--- src/rtl/reaction_pkg.sv ---
// Shared types and constants for the reaction-time round sequencer.
package reaction_pkg;

  localparam int unsigned TIME_W = 14;

  typedef enum logic [2:0] {
    StIdle   = 3'd0,
    StWait   = 3'd1,
    StGo     = 3'd2,
    StResult = 3'd3,
    StFault  = 3'd4
  } state_e;

  localparam logic [15:0] LFSR_SEED = 16'hACE1;
  // Galois form of x^16 + x^14 + x^13 + x^11 + 1, right-shifting.
  localparam logic [15:0] LFSR_TAPS = 16'hB400;

  localparam logic [TIME_W-1:0] DISP_FAULT = 14'd9999;
  localparam logic [TIME_W-1:0] BEST_RESET = DISP_FAULT;

  function automatic logic [15:0] lfsr_next(input logic [15:0] cur);
    return (cur >> 1) ^ (cur[0] ? LFSR_TAPS : 16'h0000);
  endfunction

endpackage

--- src/rtl/ms_tick_gen.sv ---
// Millisecond tick prescaler: one-cycle tick every CLK_HZ/1000 clocks, restartable via sync_clr.
module ms_tick_gen #(
  parameter int unsigned CLK_HZ = 100_000_000
) (
  input  logic clk,
  input  logic reset,
  input  logic sync_clr,
  output logic tick
);

  localparam int unsigned Ticks  = (CLK_HZ / 1000 > 1) ? CLK_HZ / 1000 : 1;
  localparam int unsigned CntW   = (Ticks > 1) ? $clog2(Ticks) : 1;
  localparam logic [CntW-1:0] CntMax = CntW'(Ticks - 1);

  logic [CntW-1:0] cnt_q, cnt_d;

  assign tick = (cnt_q == CntMax);

  always_comb begin
    cnt_d = cnt_q + 1'b1;
    if (sync_clr || tick) begin
      cnt_d = '0;
    end
  end

  always_ff @(posedge clk or negedge reset) begin
    if (!reset) begin
      cnt_q <= '0;
    end else begin
      cnt_q <= cnt_d;
    end
  end

endmodule

--- src/rtl/reaction_round_ctrl.sv ---
// Reaction-time game round sequencer: random wait, GO lamp, ms response timing, result/fault.
// Optional best-time tracking and best_ms port enabled by defining REACTION_BEST_EN.
module reaction_round_ctrl
  import reaction_pkg::*;
#(
  parameter int unsigned CLK_HZ       = 100_000_000,
  parameter int unsigned MIN_DELAY_MS = 1000,
  parameter int unsigned TIMEOUT_MS   = 9999
) (
  input  logic              clk,
  input  logic              reset,
  input  logic              start_p,
  input  logic              clear_p,
  output logic [15:0]       led,
  output logic [TIME_W-1:0] disp_val,
  output logic              fault,
  output logic [2:0]        state_o
`ifdef REACTION_BEST_EN
  ,
  output logic [TIME_W-1:0] best_ms
`endif
);

  localparam logic [TIME_W-1:0] MinDelay   = TIME_W'(MIN_DELAY_MS);
  localparam logic [TIME_W-1:0] TimeoutVal = TIME_W'(TIMEOUT_MS);

  state_e            state_q, state_d;
  logic [15:0]       lfsr_q;
  logic [TIME_W-1:0] delay_q, delay_d;
  logic [TIME_W-1:0] rt_q, rt_d, rt_inc;
  logic [TIME_W-1:0] disp_q, disp_d;
  logic [TIME_W-1:0] delay_load;
  logic [15:0]       led_q, led_d;
  logic              fault_q, fault_d;
  logic              tick, sync_clr;
`ifdef REACTION_BEST_EN
  logic [TIME_W-1:0] best_q, best_d;
`endif

  ms_tick_gen #(
    .CLK_HZ(CLK_HZ)
  ) u_ms_tick_gen (
    .clk     (clk),
    .reset   (reset),
    .sync_clr(sync_clr),
    .tick    (tick)
  );

  assign delay_load = MinDelay + TIME_W'(lfsr_q[11:0]);
  assign rt_inc     = rt_q + TIME_W'(1);

  always_comb begin
    state_d = state_q;
    delay_d = delay_q;
    rt_d    = rt_q;
    disp_d  = disp_q;
`ifdef REACTION_BEST_EN
    best_d  = best_q;
`endif
    if (clear_p) begin
      state_d = StIdle;
      disp_d  = '0;
    end else begin
      unique case (state_q)
        StIdle: begin
          if (start_p) begin
            state_d = StWait;
            delay_d = delay_load;
          end
        end
        StWait: begin
          // A press on the expiry tick is still a false start.
          if (start_p) begin
            state_d = StFault;
            disp_d  = DISP_FAULT;
          end else if (tick) begin
            if (delay_q <= TIME_W'(1)) begin
              state_d = StGo;
              delay_d = '0;
              rt_d    = '0;
            end else begin
              delay_d = delay_q - TIME_W'(1);
            end
          end
        end
        StGo: begin
          if (start_p) begin
            state_d = StResult;
            disp_d  = rt_q;
`ifdef REACTION_BEST_EN
            if (rt_q < best_q) begin
              best_d = rt_q;
            end
`endif
          end else if (tick) begin
            rt_d = rt_inc;
            if (rt_inc >= TimeoutVal) begin
              state_d = StFault;
              disp_d  = DISP_FAULT;
            end
          end
        end
        StResult: begin
          if (start_p) begin
            state_d = StWait;
            delay_d = delay_load;
          end
        end
        StFault: begin
        end
        default: state_d = StIdle;
      endcase
    end
  end

  // Restart the ms prescaler so the first tick lands a full ms after entry.
  assign sync_clr = (state_d != state_q) && ((state_d == StWait) || (state_d == StGo));
  assign led_d    = (state_d == StGo) ? 16'hFFFF : 16'h0000;
  assign fault_d  = (state_d == StFault);

  always_ff @(posedge clk or negedge reset) begin
    if (!reset) begin
      state_q <= StIdle;
      lfsr_q  <= LFSR_SEED;
      delay_q <= '0;
      rt_q    <= '0;
      disp_q  <= '0;
      led_q   <= '0;
      fault_q <= 1'b0;
    end else begin
      state_q <= state_d;
      lfsr_q  <= lfsr_next(lfsr_q);
      delay_q <= delay_d;
      rt_q    <= rt_d;
      disp_q  <= disp_d;
      led_q   <= led_d;
      fault_q <= fault_d;
    end
  end

`ifdef REACTION_BEST_EN
  always_ff @(posedge clk or negedge reset) begin
    if (!reset) begin
      best_q <= BEST_RESET;
    end else begin
      best_q <= best_d;
    end
  end

  assign best_ms = best_q;
`endif

  assign led      = led_q;
  assign disp_val = disp_q;
  assign fault    = fault_q;
  assign state_o  = state_q;

endmodule

--- config.mk ---
export PLATFORM = sky130hd
export DESIGN_NAME = reaction_round_ctrl
export DESIGN_NICKNAME = d
export VERILOG_FILES = /design/src/rtl/reaction_pkg.sv /design/src/rtl/ms_tick_gen.sv /design/src/rtl/reaction_round_ctrl.sv
export SDC_FILE = /design/constraint.sdc
export NUM_CORES = 1
export LEC_CHECK = 0
export ABC_AREA = 1
export CORE_MARGIN = 1.5
export CORE_UTILIZATION = 35
export CTS_CLUSTER_DIAMETER = 40
export DETAILED_ROUTE_END_ITERATION = 16
export PLACE_DENSITY = 0.62
export SYNTH_ARGS = -nofsm -noshare
export SYNTH_HDL_FRONTEND = slang
export SYNTH_HIERARCHICAL = 1
export SYNTH_SLANG_ARGS = --single-unit
export TNS_END_PERCENT = 1
--- constraint.sdc ---
create_clock -name clk -period 2.5 [get_ports clk]
set_clock_uncertainty 0.05 [all_clocks]
set_input_delay 0.375 -clock clk [delete_from_list [all_inputs] [get_ports clk]]
set_output_delay 0.375 -clock clk [all_outputs]
set_load 0.02 [all_outputs]
Yosys cells after proc, flatten, opt, wreduce, memory -nomap -nowiden
Index checks and enable logic that the tools add are counted.
{ "op_classes": {"n_addsub": 4, "n_lt_le_gt_ge": 2, "muxes": 29, "eq_ne": 18, "reduce_logical": 11, "bitwise": 2} }
{ "op_table": {"columns": ["cell", "n"], "rows": [
  ["2-to-1 mux 14 bit", 14],
  ["case mux 14 bit (2 select lines)", 3],
  ["2-to-1 mux 16 bit", 2],
  ["2-to-1 mux 3 bit", 8],
  ["adder 17 x 1 -> 17 bit (second input constant)", 1],
  ["equality test 17 bit (second input constant)", 1],
  ["2-to-1 mux 17 bit", 1],
  ["XOR 15 x 16 -> 16 bit", 1],
  ["adder 14 x 1 -> 14 bit (second input constant)", 1],
  [">= comparator 14 bit (second input constant)", 1],
  ["<= comparator 14 x 1 -> 1 bit (second input constant)", 1],
  ["subtractor 14 x 1 -> 14 bit (second input constant)", 1],
  ["adder 10 x 12 -> 13 bit (first input constant)", 1],
  ["case mux 3 bit (4 select lines)", 1],
  ["equality test 3 x 2 -> 1 bit (second input constant)", 3],
  ["AND reduction 7 bit", 1],
  ["equality test 3 x 1 -> 1 bit (second input constant)", 2],
  ["equality test 3 bit (second input constant)", 2],
  ["!= test 2 x 1 -> 1 bit (second input constant)", 3],
  ["!= test 2 bit (second input constant)", 3],
  ["AND reduction 5 bit", 1],
  ["!= test 4 x 3 -> 1 bit (second input constant)", 1],
  ["!= test 4 bit (second input constant)", 1],
  ["AND reduction 4 bit", 1],
  ["other kinds (9)", 11]
]} }
{ "totals": {"regBits": 95, "elab_cells": 74} }

Depth between registers and ports, before layout
{ "logic_depth": {"ltp_word": 12, "ltp_mapped": 17, "mapped_depth_nobuf": 16} }

By module
Netlist, hierarchy kept.
{ "by_module_without_submodules": {"columns": ["mod", "instances", "seq_area_each_um2", "cells_per_inst", "area_each_um2"], "rows": [
  ["reaction_round_ctrl", 1, 1586.5, 437, 3552.2],
  ["ms_tick_gen", 1, 425.4, 129, 983.4]
]} }

Least setup slack after synthesis
Ideal clock, no wire load.
{ "synth_timing": {"kind": "reg-to-reg", "startpoint": "register u_ms_tick_gen.cnt_q[0]", "endpoint": "register u_ms_tick_gen.cnt_q[5]", "synth_period_minus_slack_ps": 2283, "n_path_buf": 2, "path_stages_with_launch": 17, "arrival_ps": 2113, "required_ps": 2330, "setup_time_ps": 120, "slack_ps": 217, "path_cell_list": "dfrtp_1 -> ha_1 -> nand2_2 -> nor2_2 -> nand3_2 -> inv_1 -> inv_1 -> o21ai_0 -> nand4_1 -> a21oi_1 -> inv_2 -> buf_2 -> nor2_1 -> inv_1 -> nand2_4 -> buf_6 -> nor2_1"} }
{ "synth_via": {"elab_chain_len": 10, "elab_cells_between_ends": 15, "classes_between": "1 x add/sub; 4 x eq/ne; 7 x mux; 3 x reduce/logical"} }
{ "synth_rtl": {"columns": ["item", "line", "rtl"], "rows": [
  ["start, declared", "ms_tick_gen.sv:15", "logic [CntW-1:0] cnt_q, cnt_d;"],
  ["start signal, assigned", "ms_tick_gen.sv:30", "cnt_q <= cnt_d;"],
  ["equality test 17 bit *", "ms_tick_gen.sv:17", "assign tick = (cnt_q == CntMax);"],
  ["named net tick", "reaction_round_ctrl.sv:35", "logic tick, sync_clr;"],
  ["2-to-1 mux 3 bit, on equally long branches", "reaction_round_ctrl.sv:95, reaction_round_ctrl.sv:76", null],
  ["2-to-1 mux 3 bit, on equally long branches", "reaction_round_ctrl.sv:87, reaction_round_ctrl.sv:73", null],
  ["case mux 3 bit (4 select lines) *", "reaction_round_ctrl.sv:64", "unique case (state_q)"],
  ["2-to-1 mux 3 bit *", "reaction_round_ctrl.sv:60", "if (clear_p) begin"],
  ["equality test 3 x 1 -> 1 bit / equality test 3 x 2 -> 1 bit (equally long branches)", "reaction_round_ctrl.sv:117", "assign sync_clr = (state_d != state_q) && ((state_d == StWait) || (state_d == StGo));"],
  ["logical OR 1 bit", "reaction_round_ctrl.sv:117", null],
  ["logical AND 1 bit *", "reaction_round_ctrl.sv:117", null],
  ["named net sync_clr", "reaction_round_ctrl.sv:35", null],
  ["logical OR 1 bit *", "ms_tick_gen.sv:21", "if (sync_clr || tick) begin"],
  ["2-to-1 mux 17 bit *", "ms_tick_gen.sv:21", null],
  ["named net u_ms_tick_gen.cnt_d[5]", "ms_tick_gen.sv:15", null]
]} }
Mark *: on every way through the listed nets, which the timed path passes. The rest lies on a longest branch.
A chain may end at the register's enable or synchronous reset.

Worst setup path in the final report
{ "layout_timing": {"startpoint": "register u_ms_tick_gen.cnt_q[1]", "endpoint": "register delay_q[4]"} }
{ "layout_via": {"elab_chain_len": 3} }
{ "layout_rtl": {"columns": ["item", "line", "rtl"], "rows": [
  ["equality test 17 bit", "ms_tick_gen.sv:17", null],
  ["named net tick", "reaction_round_ctrl.sv:35", null],
  ["!= test 2 x 1 -> 1 bit (no line)", null, null],
  ["AND reduction 5 bit (no line)", null, null],
  ["end signal, assigned", "reaction_round_ctrl.sv:133", "delay_q <= delay_d;"],
  ["end, declared", "reaction_round_ctrl.sv:29", "logic [TIME_W-1:0] delay_q, delay_d;"]
]} }
The timed path passes the listed nets, and every way through them passes these cells.

==> reports/metrics.yaml <==
status: "finished clean"
drc_errors: 0
rr_startpoint: "u_ms_tick_gen/cnt_q[1]"
rows: 41
crit_type: "reg -> reg"
cp-end-kind: "flop"
clock_latency_ns: 0.34
syn2layout_area_growth_pct: 17.79
nets: 614
synth.most_common_cell: "nand2_1"
relSlewSlack_pct: 65.10
synthFlopType: "dfrtp_1"
ir_drop_mv: 0.3618
clkSinkCount: 80
crit_end: "delay_q[4]"
initial_utilization_pct: 35.94
final_cell_count_no_fill: 781
period_needed_ns: 2.273
ys_ff_latch: 80
crit_path_start: "u_ms_tick_gen/cnt_q[1]"
dp_cells: 763
ys_top_cells_by_area: "dfrtp_1, nand2_1, nor2_1"
synthesis.area_mm2: 0.004536
critPathArrivalTime_ns: 2.44
num_vias: 3773
period_share_pct: 90.93
finalHoldViolCount: 0
grt_pass1_wl_um: 16970
yosysSeqAreaShare_pct: 44.36
syn-mean-instance-area_um2: 8.013
die_x_um: 116.8
synth_warnings: 6
syn_nets: 576
drv_cap: 0
powerDensity_mw_per_mm2: 641.8
synth_cell_type_count: 38
synth_top_cell_area_share_pct: 39.72
r2r_cells: 13
dieHeight_um: 116.8
gp_congestion: 0.8906
netlist_top_cells_count: "nand2_1, dfrtp_1, nor2_1, inv_1, nand3_1"
ant_nets: 0
power_leakage_nw: 2.547
critPathMaxFanout: 10
rsz0062_at_grt: "false"
fin_util_pct: 42.34
fmax_mhz: 439.9
worstSetupStartpointType: "flop"
antennaDiodeCount: 0
slew_viol_final: 0
tightest_slew_ns: 0.5235
grt_pass1_vias: 3733
clk_pin_slew_ns: 0.06
clockBufferDepth: 2
viasPerCell: 4.831
htreeDepth: 3
setup_violations: 0
place.port_buffers: 37
antenna_found_initial: 0
cp.required_ns: 2.66
layout-drive-gt1-share_pct: 15.60
hpwlAfterDp_um: 7310
grt_overflow: 0
wl_um: 10000
io_pins: 38
yosysTopAreaCell: "dfrtp_1"
core-area_mm2: 0.01262
nFillCells: 1297
cts_tree: "built"
reg2reg_slack_ns: 0.23
synth_edf_count: 0
grt_max_degree: 38
async_flop_share_pct: 100.0
route.detailed.wl_per_inst_um: 12.81
first_iter_violations: 155
drtPass1Iterations: 4
r2r_end: "delay_q[4]"
setup_tns_ns: 0
hold_path_class: "reg -> reg"
grt_usage_pct: 15.93
cts_buffers: 9
syn_inst: 566
clockRootBuffer: "clkbuf_16"
die_area_mm2: 0.01365
-- flip-flops by register name (all words and copies together) (netlist names) --
name,flops
u_ms_tick_gen/cnt_q,17
disp_val,14
rt_q,14
state_o,3
lfsr_q,16
fault,1
delay_q,14
led,1
-- per-layer routing --
metal  up-vias  track usage [%]  wire (um)  share of wire [%]
li1       1897                -          -                  -
met1      1796            19.67       4536                 45
met2        58            26.82       4922                 49
met3        22            3.141        265                2.6
met4         0            7.711        280                2.8
met5         -                0          0                  0
-- critical path, stage by stage, from the launching register on --
cell and delay (ns):
dfrtp_1 0.38, ha_2 0.22, nand2_2 0.06, nor2_2 0.13
nand3_2 0.13, inv_1 0.08, inv_1 0.08, o21ai_0 0.17
nand4_1 0.12, a21oi_2 0.18, inv_2 0.11, buf_4 0.18
a21oi_1 0.17, a22oi_1 0.10
-- placed cells by master (no fill, tap or decap), types with 3 or more instances in the layout --
cell,n
nand2_1,128
dfrtp_1,72
nor2_1,67
inv_1,53
clkdlybuf4s50_1,36
nand3_1,33
o21ai_0,23
a21oi_1,20
nand4_1,20
xor2_1,17
inv_2,13
nand3_2,13
buf_4,12
nor2_2,11
clkbuf_16,9
dfstp_2,8
nor3_1,7
a22oi_1,7
nand2_2,6
o21ai_1,6
o22ai_1,6
ha_1,5
nor2_4,4
o21bai_1,3
or2_2,3
xnor2_1,3
-- per-stage QoR --
stage                     setup slack (ns)  power [mW]  instance area, um^2  hold slack, ns
after global routing              0.006121       3.627                 5343          0.3139
after detailed placement            0.1226       2.183                 5034          0.2941
after CTS                          0.08929       3.457                 5329          0.3027
after floorplan                     0.2173       1.989                 4536         0.02941
after global placement              0.2185       2.165                 5034          0.2884
final                               0.2268       3.429                 5343          0.3022
-- worst min-delay path by stage --
stage / from / endpoint / slack, ns / cells past startpoint
after detailed placement: lfsr_q[12] / lfsr_q[11] / 0.29 / 0
after global placement: lfsr_q[12] / lfsr_q[11] / 0.29 / 0
after floorplan: reset / delay_q[0] / 0.03 / 0
after global routing: lfsr_q[12] / lfsr_q[11] / 0.31 / 0
final: lfsr_q[12] / lfsr_q[11] / 0.30 / 0
after CTS: lfsr_q[12] / lfsr_q[11] / 0.30 / 0
-- kinds of logic (layout without fill, tap and decap cells) --
| logic type | Yosys count | in the layout | share of synthesized area (%) |
|---|---|---|---|
| XOR/XNOR | 20 | 20 | 3.862 |
| flip-flops | 80 | 80 | 44.36 |
| buffers and inverters | 91 | 134 | 9.600 |
| AO/OA/AOI/OAI | 71 | 71 | 8.938 |
| adder cells (fa/ha/maj) | 6 | 6 | 1.655 |
| AND/OR/NAND/NOR | 298 | 298 | 31.59 |
-- timing repair --
item / 4_1_cts / 5_1_grt
resized for setup: 0 / 2
hold buffers: 1 / 0
setup buffers: 0 / 1
hold endpoints to repair: 30 / 0
setup endpoints to repair: 0 / 24
-- cell type report --
cell class	count	area, um^2	share of cell area (%)
Clock buffer	12	256.5	4.801
Clock inverter	4	28.78	0.5386
Inverter	68	255.2	4.778
Multi-Input combinational cell	395	2095	39.20
Sequential cell	80	2012	37.66
Tap cell	172	215.2	4.028
Timing Repair Buffer	50	480.5	8.993
-- where the power goes --
group | total (mW) | internal [mW] | switching (mW)
clock | 1.25 | 0.729 | 0.522
sequential | 1.53 | 1.42 | 0.103
combinational | 0.653 | 0.240 | 0.413
total | 3.43 | 2.39 | 1.04
Note: power is estimated with default switching activity, not from simulation.
